## src/rtl/pyramid_frame_scheduler.sv

```systemverilog
// Frame sequencer: starts one of four pixel sources per frame request,
// forwards its stream for N_PIXEL beats, then pulses frame_done.
// Ports:
//   clock, reset                async active-high reset
//   frame_start/_ack            level request in, 1-cycle accept pulse out
//   mode_sel, auto_cycle        manual source index / round-robin enable
//   src_start/_ack              one-hot start handshake to the sources
//   src_valid, src_pixel        four 8-bit pixel streams, {s3,s2,s1,s0}
//   video, video_valid          forwarded stream, 1-cycle latency
//   frame_done                  1-cycle pulse after the last pixel
//   cur_src                     source latched for the current frame
//   err_timeout                 sticky start-ack timeout flag
module pyramid_frame_scheduler #(
  parameter int N_PIXEL        = 480000,
  parameter int CNT_W          = 19,
  parameter int FRAMES_PER_SRC = 60,
  parameter int ACK_TIMEOUT    = 1023
) (
  input  logic        clock,
  input  logic        reset,
  input  logic        frame_start,
  output logic        frame_start_ack,
  input  logic [1:0]  mode_sel,
  input  logic        auto_cycle,
  output logic [3:0]  src_start,
  input  logic [3:0]  src_start_ack,
  input  logic [3:0]  src_valid,
  input  logic [31:0] src_pixel,
  output logic [7:0]  video,
  output logic        video_valid,
  output logic        frame_done,
  output logic [1:0]  cur_src,
  output logic        err_timeout
);

  localparam int TW = $clog2(ACK_TIMEOUT + 1);
  localparam int DW = $clog2(FRAMES_PER_SRC) + 1;

  typedef enum logic [1:0] {
    IDLE,
    REQ,
    STREAM,
    DONE
  } state_t;

  state_t          state;
  logic [1:0]      rr_idx;
  logic [DW-1:0]   dwell;
  logic [CNT_W-1:0] pix_cnt;
  logic [TW-1:0]   timer;

  logic [1:0] next_src;
  logic       sel_ack;
  logic       sel_valid;
  logic [7:0] sel_pixel;

  assign next_src  = auto_cycle ? rr_idx : mode_sel;
  assign sel_ack   = src_start_ack[cur_src];
  assign sel_valid = src_valid[cur_src];
  assign sel_pixel = src_pixel[{cur_src, 3'b000} +: 8];

  always_ff @(posedge clock or posedge reset) begin
    if (reset) begin
      state           <= IDLE;
      frame_start_ack <= 1'b0;
      src_start       <= 4'b0000;
      video           <= 8'h00;
      video_valid     <= 1'b0;
      frame_done      <= 1'b0;
      cur_src         <= 2'd0;
      err_timeout     <= 1'b0;
      rr_idx          <= 2'd0;
      dwell           <= '0;
      pix_cnt         <= '0;
      timer           <= '0;
    end else begin
      frame_start_ack <= 1'b0;
      frame_done      <= 1'b0;
      unique case (state)
        IDLE: begin
          video_valid <= 1'b0;
          if (frame_start) begin
            cur_src   <= next_src;
            timer     <= '0;
            pix_cnt   <= '0;
            src_start <= 4'b0001 << next_src;
            state     <= REQ;
          end
        end
        REQ: begin
          if (sel_ack) begin
            src_start       <= 4'b0000;
            frame_start_ack <= 1'b1;
            state           <= STREAM;
          end else if (timer == TW'(ACK_TIMEOUT)) begin
            err_timeout <= 1'b1;
            src_start   <= 4'b0000;
            state       <= IDLE;
          end else begin
            timer <= timer + TW'(1);
          end
        end
        STREAM: begin
          video       <= sel_pixel;
          video_valid <= sel_valid;
          if (sel_valid) begin
            pix_cnt <= pix_cnt + CNT_W'(1);
            if (pix_cnt == CNT_W'(N_PIXEL - 1)) begin
              state <= DONE;
            end
          end
        end
        DONE: begin
          video_valid <= 1'b0;
          frame_done  <= 1'b1;
          if (auto_cycle) begin
            if (dwell == DW'(FRAMES_PER_SRC - 1)) begin
              dwell  <= '0;
              rr_idx <= rr_idx + 2'd1;
            end else begin
              dwell <= dwell + DW'(1);
            end
          end else begin
            dwell <= '0;
          end
          state <= IDLE;
        end
        default: state <= IDLE;
      endcase
    end
  end

endmodule

```

## config.mk

```make
export PLATFORM = sky130hd
export DESIGN_NAME = pyramid_frame_scheduler
export DESIGN_NICKNAME = d
export VERILOG_FILES = /design/src/rtl/pyramid_frame_scheduler.sv
export SDC_FILE = /design/constraint.sdc
export NUM_CORES = 1
export LEC_CHECK = 0
export ABC_AREA = 1
export CAP_MARGIN = 20
export CORE_MARGIN = 2
export CORE_UTILIZATION = 45
export DETAILED_ROUTE_END_ITERATION = 8
export DONT_BUFFER_PORTS = 1
export MAX_ROUTING_LAYER = met4
export PLACE_DENSITY = 0.65
export SYNTH_ARGS = -nofsm -noshare
export SYNTH_HDL_FRONTEND = slang
export SYNTH_SLANG_ARGS = --single-unit
```

## constraint.sdc

```tcl
create_clock -name clock -period 2.08 [get_ports clock]
set_clock_uncertainty 0.05 [all_clocks]
set_input_delay 0.52 -clock clock [delete_from_list [all_inputs] [get_ports clock]]
set_output_delay 0.52 -clock clock [all_outputs]
set_load 0.05 [all_outputs]
```

==> results.cfg <==
[sta]
worstMarginPinSlew_ns = 0.511
relSlewSlack_pct = 66.0
rsz0062_at_grt = no
tns_ns = 0
finalCriticalPeriod_ns = 1.88
timing.final.crit_share_pct = 90.5
finalHoldViolCount = 0
fmax_mhz = 531
setup_ws_ns = 0.197
finalSetupViolations = 0
drv_slew = 0

[critical_path]
worstSetupStartpointType = flip-flop
cp_max_fo = 13
r2r_setup_slack_ns = 0.20
timing.rr.start = state[0]$_DFFE_PP0P_
endpoint_kind = flip-flop
crit_arrival_ns = 2.05
required_ns = 2.25
crit_start = state[0]$_DFFE_PP0P_
path_class = reg -> reg

[route]
drt_pass1_iterations = 4
drt-vias-per-instance = 5.12
antenna_left = 0
drt_iter0_drc = 150
num_vias = 3077
drc = 0
wire_per_inst_um = 12.8
wl_mm = 7.67

[cells_and_area]
area_growth_pct = 8.13
antenna_cells = 0
fin_nets = 549
layout-drive-gt1-share_pct = 11.6
final_area_sq_um = 3890
seqCellArea_sq_um = 1450
fillers = 741
multi_input_area_sq_um = 1870
final_cell_mix = nand2_1 (128), nor2_1 (83), dfrtp_1 (58)
final_common_cell = nand2_1

[status]
status = complete, no violations

[synth]
syn_area_sq_um = 3600
syn-num-nets = 545
ys_seq_area_share_pct = 40.3
syn_inst = 490
synth_top_area_share_pct = 40.3
yosys.area.top_type = dfrtp_1
yosys_register_bits = 58
synth_cell_types = 31
synthTopCellsByArea = dfrtp_1 (40%), nand2_1 (13%), nor2_1 (8.7%), nand3_1 (5.1%), o21ai_0 (4.4%)
ys_warn_count = 0
syn_area_per_cell_sq_um = 7.35

[power]
vdd_drop_max_v = 0.000677
cellPowerDensity_nw_per_um2 = 1240
p_leak_nw = 1.75

[clock_network]
clockBufferDepth = 2
insertion_delay_ns = 0.33
clk_pin_slew_ns = 0.07
cts_setup_buffers = 0
cts-root-buf = clkbuf_8
ctsResizeCount = 0
clock-sinks = 58
htreeDepth = 3
ctsHoldBuffers = 0
cts_tree = built
cts-buffers-inserted = 9

[placement]
place_hpwl_mm = 5.70
placed_cell_area_sq_um = 3690
portBuffers = 0
pre_cts_slack_ns = 0.192
place.gp.congestion = 0.900

[min_path]
hold_path.class = in -> async

[global_routing]
grt_pass1_vias = 3034
use_met2_pct = 32.6
gr-usage-met1_pct = 23.6
use_met3_pct = 4.92
grt_antenna_before_repair = 0
grt_max_degree = 40
grt_first_pass_wirelength_mm = 13.5
busiest_layer = met2
grt_remaining_overflow = 0
groute.usage.overall_pct = 19.8

[floorplanning]
rows = 32
die_area_sq_um = 8730
core_sq_um = 7730
pin_count = 64
initial_core_util_pct = 46.6
chipHeight_um = 93.4
chipWidth_um = 93.4

[flow_run]
cap_violations = 0
-- power breakdown --
part	leakage (nW)	switching [mW]	internal [mW]
Sequential	0.761	0.576	1.35
Clock	0.101	0.422	0.618
Combinational	0.887	1.33	0.548
-- routing by layer --
metal | up-vias | share of wire, %
li1 | 1592 | -
met1 | 1420 | 45
met2 | 57 | 49
met3 | 8 | 4.3
met4 | 0 | 1.4
met5 | - | 0
-- metrics by stage --
| step | total power, mW | instances | hold WS (ns) | util [%] |
|---|---|---|---|---|
| 2_1_floorplan | 3.57 | 490 | 0.391 | - |
| 3_3_place_gp | 3.79 | 585 | 0.387 | 47.8 |
| 3_5_place_dp | 3.84 | 585 | 0.392 | 47.8 |
| 4_1_cts | 4.91 | 601 | 0.0230 | 50.4 |
| 5_1_grt | 5.23 | 601 | 0.0423 | 50.4 |
| 6_report | 4.84 | 601 | 0.0266 | 50.4 |
-- cells by family (layout without fill, tap and decap cells) --
kind of cell	count (synthesis)	count (layout)	share of synthesized area, %
buffers and inverters	59	68	7.75
muxes	1	1	0.278
and+or+nand+nor	284	284	34.2
DFF	58	58	40.3
adders and majority gates	9	9	3.13
xor gates and xnor gates	11	11	2.68
AOI/OAI and AO/OA	68	68	11.6
-- state kept, by name (all words and copies together), names as in the netlist, 2 cells and up, named ones only --
name	flops
cur_src	2
video	8
rr_idx	2
pix_cnt	19
dwell	7
timer	10
src_start	4
-- synthesized netlist by cell type --
master and n:
a21oi_1 5, a31o_2 1, a31oi_1 8, buf_1 1
buf_2 6, buf_6 6, clkbuf_1 3, dfrtp_1 58
ha_1 9, inv_1 39, inv_2 3, inv_6 1
mux2i_1 1, nand2_1 128, nand2_2 5, nand3_1 37
nand3_2 3, nand3b_1 4, nand4_1 13, nor2_1 83
nor2_2 1, nor2_4 3, nor3_1 2, nor4_1 1
o21ai_0 32, o21ai_1 3, o21ai_2 14, o21bai_1 5
or2_2 4, xnor2_1 2, xor2_1 9
-- area by class of cell --
class                      count  share of cell area (%)
tap                          102                    3.28
multi-input combinational    373                    48.0
sequential                    58                    37.3
inverter                      43                    4.28
clock buffer                  14                    4.18
timing repair buffer           9                    2.06
clock inverter                 2                   0.900
-- critical path: stages, from the launching register on --
cell and delay [ns]:
dfrtp_1 0.45, inv_1 0.12, ha_1 0.26, o21ai_0 0.30
nand2_2 0.11, nor2_4 0.18, inv_2 0.15, nand2_1 0.10
o21ai_2 0.05
-- final timing paths --
path / to / depth (start not counted)
setup reg to reg: timer[9]$_DFFE_PP0P_ / 8
setup / recovery: timer[9]$_DFFE_PP0P_ / 8
min in group clock: dwell[5]$_DFFE_PP0P_ / 4
hold / removal: dwell[1]$_DFFE_PP0P_ / 1
max in group asynchronous: pix_cnt[16]$_DFFE_PP0P_ / 2
hold reg to reg: rr_idx[1]$_DFFE_PP0P_ / 1
Power figures use the tool's default switching activity.
